<file path="src/rtl/serial_mult_ctrl.sv">
// Sequencer for a bit-serial shift-add multiplier. It accepts an operand pair, streams x LSB-first, then captures and hands off the product.
// Optional build macro SERIAL_MULT_SELFCHECK_EN adds a sticky chk_err_o output that compares the product against x*y.
module serial_mult_ctrl #(
  parameter int unsigned WIDTH = 7
) (
  input  logic                 clk,
  input  logic                 rst_n,
  input  logic                 in_valid_i,
  output logic                 in_ready_o,
  input  logic [WIDTH-1:0]     x_in_i,
  input  logic [WIDTH-1:0]     y_in_i,
  output logic                 mult_a_o,
  output logic [WIDTH-1:0]     mult_b_o,
  output logic                 mult_start_o,
  output logic                 mult_done_o,
  input  logic [2*WIDTH-1:0]   mult_out_i,
  output logic                 out_valid_o,
  input  logic                 out_ready_i,
`ifdef SERIAL_MULT_SELFCHECK_EN
  output logic [2*WIDTH-1:0]   result_o,
  output logic                 chk_err_o
`else
  output logic [2*WIDTH-1:0]   result_o
`endif
);

  localparam int unsigned PW = 2 * WIDTH;
  localparam int unsigned CW = (WIDTH > 1) ? $clog2(WIDTH) : 1;

  typedef enum logic [2:0] {
    S_IDLE,
    S_START,
    S_RUN,
    S_DONE,
    S_HOLD
  } state_e;

  state_e          state_q, state_d;
  logic [CW-1:0]   cnt_q, cnt_d;
  logic [WIDTH-1:0] x_sh_q, x_sh_d;
  logic [WIDTH-1:0] mult_b_q, mult_b_d;
  logic [PW-1:0]   result_q, result_d;
  logic            out_valid_q, out_valid_d;
  logic            mult_start_q, mult_start_d;
  logic            mult_done_q, mult_done_d;
  logic            mult_a_q, mult_a_d;
  logic            accept;

  always_ff @(posedge clk or negedge rst_n) begin
    if (!rst_n) begin
      state_q      <= S_IDLE;
      cnt_q        <= '0;
      x_sh_q       <= '0;
      mult_b_q     <= '0;
      result_q     <= '0;
      out_valid_q  <= 1'b0;
      mult_start_q <= 1'b0;
      mult_done_q  <= 1'b1;
      mult_a_q     <= 1'b0;
    end else begin
      state_q      <= state_d;
      cnt_q        <= cnt_d;
      x_sh_q       <= x_sh_d;
      mult_b_q     <= mult_b_d;
      result_q     <= result_d;
      out_valid_q  <= out_valid_d;
      mult_start_q <= mult_start_d;
      mult_done_q  <= mult_done_d;
      mult_a_q     <= mult_a_d;
    end
  end

  // Multiplier controls are decoded from the next state so they line up with the state register.
  always_comb begin
    state_d     = state_q;
    cnt_d       = cnt_q;
    x_sh_d      = x_sh_q;
    mult_b_d    = mult_b_q;
    result_d    = result_q;
    out_valid_d = out_valid_q;
    in_ready_o  = 1'b0;
    accept      = 1'b0;

    case (state_q)
      S_IDLE: begin
        in_ready_o = 1'b1;
        accept     = in_valid_i;
      end
      S_START: begin
        state_d = S_RUN;
        cnt_d   = '0;
      end
      S_RUN: begin
        x_sh_d = x_sh_q >> 1;
        cnt_d  = cnt_q + CW'(1);
        if (cnt_q == CW'(WIDTH - 1)) state_d = S_DONE;
      end
      S_DONE: begin
        result_d    = mult_out_i;
        out_valid_d = 1'b1;
        state_d     = S_HOLD;
      end
      S_HOLD: begin
        in_ready_o = out_ready_i;
        if (out_ready_i) begin
          out_valid_d = 1'b0;
          state_d     = S_IDLE;
          accept      = in_valid_i;
        end
      end
      default: state_d = S_IDLE;
    endcase

    if (accept) begin
      x_sh_d   = x_in_i;
      mult_b_d = y_in_i;
      state_d  = S_START;
    end

    mult_start_d = (state_d == S_START);
    mult_done_d  = !((state_d == S_START) || (state_d == S_RUN));
    mult_a_d     = (state_d == S_RUN) && x_sh_d[0];
  end

  assign mult_a_o     = mult_a_q;
  assign mult_b_o     = mult_b_q;
  assign mult_start_o = mult_start_q;
  assign mult_done_o  = mult_done_q;
  assign out_valid_o  = out_valid_q;
  assign result_o     = result_q;

`ifdef SERIAL_MULT_SELFCHECK_EN
  logic [WIDTH-1:0] x_lat_q, x_lat_d;
  logic             chk_err_q, chk_err_d;

  // Independent copy of x, because x_sh is consumed by the shift.
  always_comb begin
    x_lat_d   = x_lat_q;
    chk_err_d = chk_err_q;
    if (accept) x_lat_d = x_in_i;
    if ((state_q == S_DONE) && (mult_out_i != (PW'(x_lat_q) * PW'(mult_b_q))))
      chk_err_d = 1'b1;
  end

  always_ff @(posedge clk or negedge rst_n) begin
    if (!rst_n) begin
      x_lat_q   <= '0;
      chk_err_q <= 1'b0;
    end else begin
      x_lat_q   <= x_lat_d;
      chk_err_q <= chk_err_d;
    end
  end

  assign chk_err_o = chk_err_q;
`endif

endmodule

</file>
<file path="config.mk">
export PLATFORM = sky130hd
export DESIGN_NAME = serial_mult_ctrl
export DESIGN_NICKNAME = d
export VERILOG_FILES = /design/src/rtl/serial_mult_ctrl.sv
export SDC_FILE = /design/constraint.sdc
export NUM_CORES = 1
export LEC_CHECK = 0
export CAP_MARGIN = 20
export CORE_MARGIN = 3
export CORE_UTILIZATION = 48
export DETAILED_ROUTE_END_ITERATION = 6
export GPL_TIMING_DRIVEN = 0
export MAX_ROUTING_LAYER = met4
export PLACE_DENSITY = 0.9
export RECOVER_POWER = 50
export SLEW_MARGIN = 20
export SYNTH_ARGS = -nofsm -noshare
export SYNTH_HDL_FRONTEND = slang
export SYNTH_SLANG_ARGS = --single-unit
</file>
<file path="constraint.sdc">
create_clock -name clk -period 3.15 [get_ports clk]
set_input_delay 0.7875 -clock clk [delete_from_list [all_inputs] [get_ports clk]]
set_output_delay 0.7875 -clock clk [all_outputs]
set_load 0.01 [all_outputs]
</file>
-- After elaboration in Yosys (flattened, before gate mapping)
Cells that the tools add are included.
- bits of input ports: 32
- output and inout bits: 26
- flip-flop bits (word level): 38
- word-level logic and storage cells: 39
- equality and inequality tests: 8
- add/subtract/negate cells: 1
- mux-type cells: 12
- reductions and logical operators: 8
- operators by type and width (operator ; count):
    3-bit one-hot mux with 5 select lines ; 1
    7-bit two-way mux ; 2
    3-bit by 2-bit == test with 1-bit output (second input constant) ; 3
    3-bit two-way mux ; 3
    3-bit by 1-bit == test with 1-bit output (second input constant) ; 2
    3-bit == test (second input constant) ; 2
    1-bit one-hot mux with 2 select lines ; 3
    3-bit one-hot mux with 2 select lines ; 1
    2-bit nonzero test ; 3
    3-bit by 1-bit adder with 3-bit output (second input constant) ; 1
    3-bit logical NOT ; 1
    1-bit two-way mux ; 2
    2-bit != test (second input constant) ; 1
    2-bit AND reduction ; 1
    1-bit logical AND ; 1
    1-bit logical NOT ; 1
    1-bit logical OR ; 1

-- Depth between registers and ports, before layout
Gate-level depths: netlist (run 1).
- word-level depth: 7
- gate-level depth with buffers: 6
- mapped depth without buffers: 5

-- Least setup slack after synthesis (run 1)
OpenSTA, ideal clock, no wires.
- path kind: input to output
- start: input port out_ready_i
- end: output port in_ready_o
- arrival time: 1097 ps
- required time: 2362 ps
- cell stages on the path: 2
- buffers on the path: 0
- setup slack: 1265 ps
- cell sequence: nand2b_4 -> and2_1
- cells in the longest elaborated chain, start to end: 1
- ends and longest elaborated chain (element ; RTL line ; text):
    from (decl) ; 18 ; input logic out_ready_i,
    1-bit one-hot mux with 2 select lines ; 84 ; case (state_q)
    to (decl) ; 9 ; output logic in_ready_o,
Every way passes these cells.

-- Worst setup path in the final report (run 1)
Ends and elaborated chain as after synthesis.

==> reports/results.ini, run 1 <==
[power_and_ir_drop]
vdd_drop_max_mv = 0.614
p_leak_nw = 1.04
power_density_nw_per_um2 = 1020

[clock_tree]
postCtsSetupBuffers = 0
cts_made_buffers = 5
cts_tree = yes
htree_levels = 2
root_buffer = clkbuf_4
clk_path_buf_depth = 2
clock_latency_ns = 0.35
clk_pin_slew_ns = 0.12
cts_resized = 0
ctsHoldBuffers = 0
cts_sinks = 38

[grt]
grt_use_total_pct = 20.3
grt_max_degree = 28
grt-ovfl-total = 0
grt_pass1_vias = 1242
antenna_found_initial = 0
grt_pass1_wl_um = 6160

[synthesis]
yosysTopAreaCellShare_pct = 55.3
ys.flop_type = dfrtp_1
synth_edf_count = 0
syn_area_um2 = 1680
syn-mean-instance-area_um2 = 14.3
synth.largest_area_cell = dfrtp_1
synth_area_leaders = dfrtp_1 (55%), mux2_4 (8.1%), mux2_2 (6.0%)
synth_nets = 151
seq_area_frac_synth_pct = 56.8
synth-warning-count = 0
ys_async_sr_fraction_pct = 100
synth_cells = 117
synth-seq-cells = 38
ys_types = 33

[worst_setup_path]
worst_setup_path_start_kind = input pin
worstSetupPathType = input pin to output port
max_stage_delay_ns = 0.55
critPathSlowestCell = dlygate4sd3_1
crit_chain = dlygate4sd3_1 > nand2b_4 > and2_1 > clkdlybuf4s50_1
cp_max_fo = 5
critPathRequiredTime_ns = 2.36
cp-end-kind = output port
r2r_slack_ns = 1.24
arrival_ns = 2.15

[routing]
vias = 1163
totalWireLength_um = 3700
final_antenna_net_count = 0
drc = 0
wl_per_cell_um = 16.3
dr.first_iter.drc_count = 71
firstDrtPassIters = 4
routed_via_density = 5.12

[timing]
setup_violations = 0
fin_crit_sh_pct = 93.3
tns_ns = 0
tightest_slew_ns = 1.36
relSlewSlack_pct = 9.04
fin_skew_ns = 0.0107
hold_violations = 0
min_period_ns = 2.94
holdWs_ns = 0.394
rsz0062_at_grt = false
slew_viol_final = 0
max_freq_mhz = 340

[place]
gp_congestion = 0.761
placedInstanceArea_um2 = 2320
portBuffers = 57
post-dp-hpwl_um = 2850

[floorplan]
start_util_pct = 52.7
core_area_um2 = 3180
die_h_um = 65.1
rows = 20
die_w_um = 65.1
die-area_um2 = 4240
io_pins = 58

[final_layout]
final_area_um2 = 2360
syn_to_final_growth_pct = 40.9
nets = 216
fill_cells = 216
diodes = 0
drive_gt1_share_pct = 19.1

[min_path]
min_path_type = input pin to async pin

[run_status]
outcome = finished clean

[flow_run]
maxCapViolations = 0

[power by group]
part,leakage [nW],total [W],switching [W],internal (W)
registers,0.460,0.000845,0.000120,0.000725
clock network,0.0585,0.000433,0.000165,0.000269
logic,0.524,0.00113,0.000468,0.000666
[metrics by stage]
| stage | cells | utilization (%) | setup slack (ns) | total power [W] |
|---|---|---|---|---|
| 3_3_place_gp | 218 | 72.4 | 0.271 | 0.00199 |
| 2_1_floorplan | 117 | - | 1.27 | 0.00153 |
| 6_report | 227 | 74.3 | 0.210 | 0.00241 |
| 5_1_grt | 227 | 74.3 | 0.187 | 0.00257 |
| 4_1_cts | 227 | 76.4 | 0.270 | 0.00249 |
| 3_5_place_dp | 219 | 72.9 | 0.274 | 0.00205 |
[registers in the layout, summed over array words and instances (netlist names)]
signal / count
cnt_q: 3
mult_a_o: 1
mult_b_o: 7
mult_done_o: 1
mult_start_o: 1
out_valid_o: 1
result_o: 14
state_q: 3
x_sh_q: 7
[metal layers]
metal  up-vias  global-route usage [%]  share of wire (%)
met4         0                    8.03                3.4
li1        539                       -                  -
met1       569                    22.5                 38
met3        14                    6.59                4.6
met2        41                    34.1                 54
met5         -                       -                  0
[critical path, delay by kind of cell]
| kind | cells | cell delay (ns) |
|---|---|---|
| buffers and inverters | 2 | 1.08 |
| and+or+nand+nor | 2 | 0.29 |
[logic make-up (layout without fill, tap and decap cells)]
logic type	Yosys count	in the layout	synth area share, %
DFF	38	38	56.8
adders and majority gates	2	2	1.49
and+or+nand+nor	26	26	11.4
muxes	24	24	17.9
AOI/OAI and AO/OA	16	16	7.09
xor gates and xnor gates	1	1	0.523
buffers and inverters	10	76	4.70
[synthesized netlist by cell type, types with 2 or more instances]
cell type,n
a211oi_1,2
mux2i_1,3
buf_6,5
mux2_2,9
nor2_1,3
dfrtp_1,37
mux2_1,3
inv_1,3
a221o_1,5
o21ai_0,4
nand2_1,5
and2_1,7
o21a_1,2
mux2_4,9
ha_1,2
[layout make-up]
| type | count | area (um2) | area share (%) |
|---|---|---|---|
| flip-flops and latches | 38 | 952 | 40.3 |
| multi-input cells | 69 | 618 | 26.2 |
| repair buffers | 58 | 568 | 24.1 |
| clock inverters | 2 | 60.1 | 2.54 |
| well taps | 44 | 55.1 | 2.33 |
| clock buffers | 6 | 51.3 | 2.17 |
| plain buffers | 6 | 41.3 | 1.75 |
| inverters | 4 | 15.0 | 0.636 |
[placed cells by master, fill, tap and decap left out]
master	synthesis	layout
mux2i_1	3	3
clkbuf_4	0	5
a211oi_1	2	2
inv_1	3	3
mux2_2	9	9
a31oi_1	1	1
o21a_1	2	2
nand3b_1	1	1
and2_1	7	7
mux2_1	3	3
clkbuf_8	0	1
or3b_2	1	1
nor2_1	3	3
bufinv_16	0	2
or2b_1	1	1
nor2_4	1	1
dfrtp_1	37	37
o21ai_0	4	4
dfstp_2	1	1
inv_2	1	1
nand3_1	0	1
xnor2_1	1	1
nand2_1	5	6
dlygate4sd3_1	0	1
nor3b_1	0	1
mux2_4	9	9
nand4_1	1	1
nand2b_4	1	1
nand2b_1	1	1
o31ai_1	1	1
clkbuf_1	0	5
buf_6	5	2
a221o_1	5	5
nor2b_4	1	1
a21oi_1	1	1
buf_4	1	1
ha_1	2	2
clkdlybuf4s50_1	0	55
[path summary, 6_finish.rpt]
kind,from,endpoint,cells after the start
max,out_ready_i,in_ready_o,4
min,rst_n,mult_b_o[3],1
max reg2reg,state_q[1],x_sh_q[0],5
min reg2reg,cnt_q[2],cnt_q[2],1
max in group asynchronous,rst_n,x_sh_q[2],2
min in group clk,cnt_q[2],cnt_q[2],1
(Power assumes the default switching activity.)
==> run 2, diff against run 1 <==
- PLACE_DENSITY: 0.9 -> 0.84
- RECOVER_POWER: 50 -> 25
- clock period: 3.15 -> 3.7 ns (I/O delays scaled with it)
==> reports/results.ini, run 2 (same netlist as run 1, synthesis figures left out) <==
[floorplan]
die_w_um = 65.1
start_util_pct = 52.7
io_pins = 58
die-area_um2 = 4240
core_area_um2 = 3180
die_h_um = 65.1
rows = 20

[timing]
min_period_ns = 3.15
fin_skew_ns = 0.0127
rsz0062_at_grt = false
slew_viol_final = 0
setup_violations = 0
fin_crit_sh_pct = 85.3
max_freq_mhz = 317
holdWs_ns = 0.494
hold_violations = 0
tightest_slew_ns = 1.04
tns_ns = 0
relSlewSlack_pct = 30.8

[power_and_ir_drop]
pwr-share-clk_pct = 11.1
power_density_nw_per_um2 = 819
p_switching_w = 0.000620
combPwrFrac_pct = 51.7
p_leak_nw = 1.04
vdd_drop_max_mv = 0.479
power_switching_share_pct = 32.1
cellInternalPower_w = 0.00131
seqPwrFrac_pct = 37.1

[clock_tree]
root_buffer = clkbuf_4
cts_sinks = 38
postCtsSetupBuffers = 0
clk_path_buf_depth = 2
clk_pin_slew_ns = 0.11
cts_tree = yes
clock_latency_ns = 0.32
ctsHoldBuffers = 0
cts_made_buffers = 5
cts_resized = 0
htree_levels = 2

[worst_setup_path]
critPathRequiredTime_ns = 2.77
worst_setup_path_start_kind = input pin
arrival_ns = 2.23
worstSetupPathType = input pin to output port
critPathTopFamily = buffers and inverters
critical_path_buf_inv_count = 2
crit_path_frequent_cell = clkdlybuf4s50_1
crit_chain = clkdlybuf4s50_1 > nand2b_4 > and2_1 > clkdlybuf4s50_1
max_stage_delay_ns = 0.53
cp_max_fo = 5
r2r_slack_ns = 2.16
reg2reg_depth = 6
critPathSlowestCell = clkdlybuf4s50_1
cp-end-kind = output port
cp_num_cells = 4

[grt]
grt_pass1_vias = 1209
grt_pass1_wl_um = 5750
antenna_found_initial = 0
grt_max_degree = 21
grt-ovfl-total = 0
grt_use_total_pct = 18.5

[routing]
firstDrtPassIters = 4
wl_per_cell_um = 14.8
vias = 1131
dr.first_iter.drc_count = 42
met3_length_um = 206
routed.top_layer = met4
drt-met1-wl_um = 1340
wl_met2_um = 1800
final_antenna_net_count = 0
drc = 0
routed_via_density = 4.98
totalWireLength_um = 3360

[place]
gp_congestion = 0.699
placedInstanceArea_um2 = 2320
post-dp-hpwl_um = 2610
portBuffers = 57

[final_layout]
layout_commonest_cell = clkdlybuf4s50_1
syn_to_final_growth_pct = 40.7
largest_reg_flops = 14
nets = 216
finish.utilization_pct = 74.2
fill_cells = 223
mostFrequentLayoutCells = clkdlybuf4s50_1 (56), dfrtp_1 (37), mux2_2 (9), mux2_4 (9), and2_1 (7)
diodes = 0
drive_gt1_share_pct = 21.3
final_area_um2 = 2360

[flow_run]
maxCapViolations = 0

[min_path]
hold_depth = 1
min_path_type = register to register

[run_status]
outcome = finished clean

-- run 2: cell types whose count changed in the layout (fill, tap and decap cells not counted), sizes merged --
cell,delta
dlygate4sd3,-1
clkdlybuf4s50,+1
buf,+3
clkbuf,-1
bufinv,-2
-- run 2: area by class of cell --
cell class / instances / area [um2] / area share [%]
plain buffers: 6 / 63.8 / 2.71
well taps: 44 / 55.1 / 2.34
flip-flops and latches: 38 / 952 / 40.4
multi-input cells: 69 / 644 / 27.3
clock buffers: 8 / 58.8 / 2.49
repair buffers: 58 / 568 / 24.1
inverters: 4 / 15.0 / 0.637
-- run 2: metrics by stage --
step	std cells	worst slack (ns)	power, W
detailed placement	219	0.542	0.00173
global placement	218	0.544	0.00169
global route	227	0.506	0.00207
CTS	227	0.535	0.00196
floorplan	117	1.54	0.00130
finish	227	0.545	0.00193
-- run 2: final timing paths --
check / startpoint / endpoint
max: out_ready_i / in_ready_o
min: cnt_q[2] / cnt_q[2]
max reg2reg: state_q[1] / mult_b_o[5]
min reg2reg: cnt_q[2] / cnt_q[2]
max in group asynchronous: rst_n / mult_b_o[6]
min in group asynchronous: rst_n / state_q[0]
-- run 2: worst register-to-register path, delay by kind of cell, from the launching register on --
family / cells / cell delay (ns)
simple gates: 2 / 0.27
mux: 1 / 0.33
flops: 1 / 0.39
buf+inv: 3 / 0.42
-- run 2: metal layers --
layer / vias up / global-route usage, %
li1: 538 / -
met1: 565 / 20.7
met2: 26 / 30.7
met3: 2 / 7.28
met4: 0 / 5.44
met5: - / -
-- run 2: power groups by stage --
stage / clock [W] / sequential [W] / combinational, W
final: 0.000215 / 0.000717 / 0.000999
after global routing: 0.000246 / 0.000741 / 0.00108
after CTS: 0.000223 / 0.000718 / 0.00102
after detailed placement: 0 / 0.000722 / 0.00101
after global placement: 0 / 0.000711 / 0.000982
after floorplan: 0 / 0.000774 / 0.000526
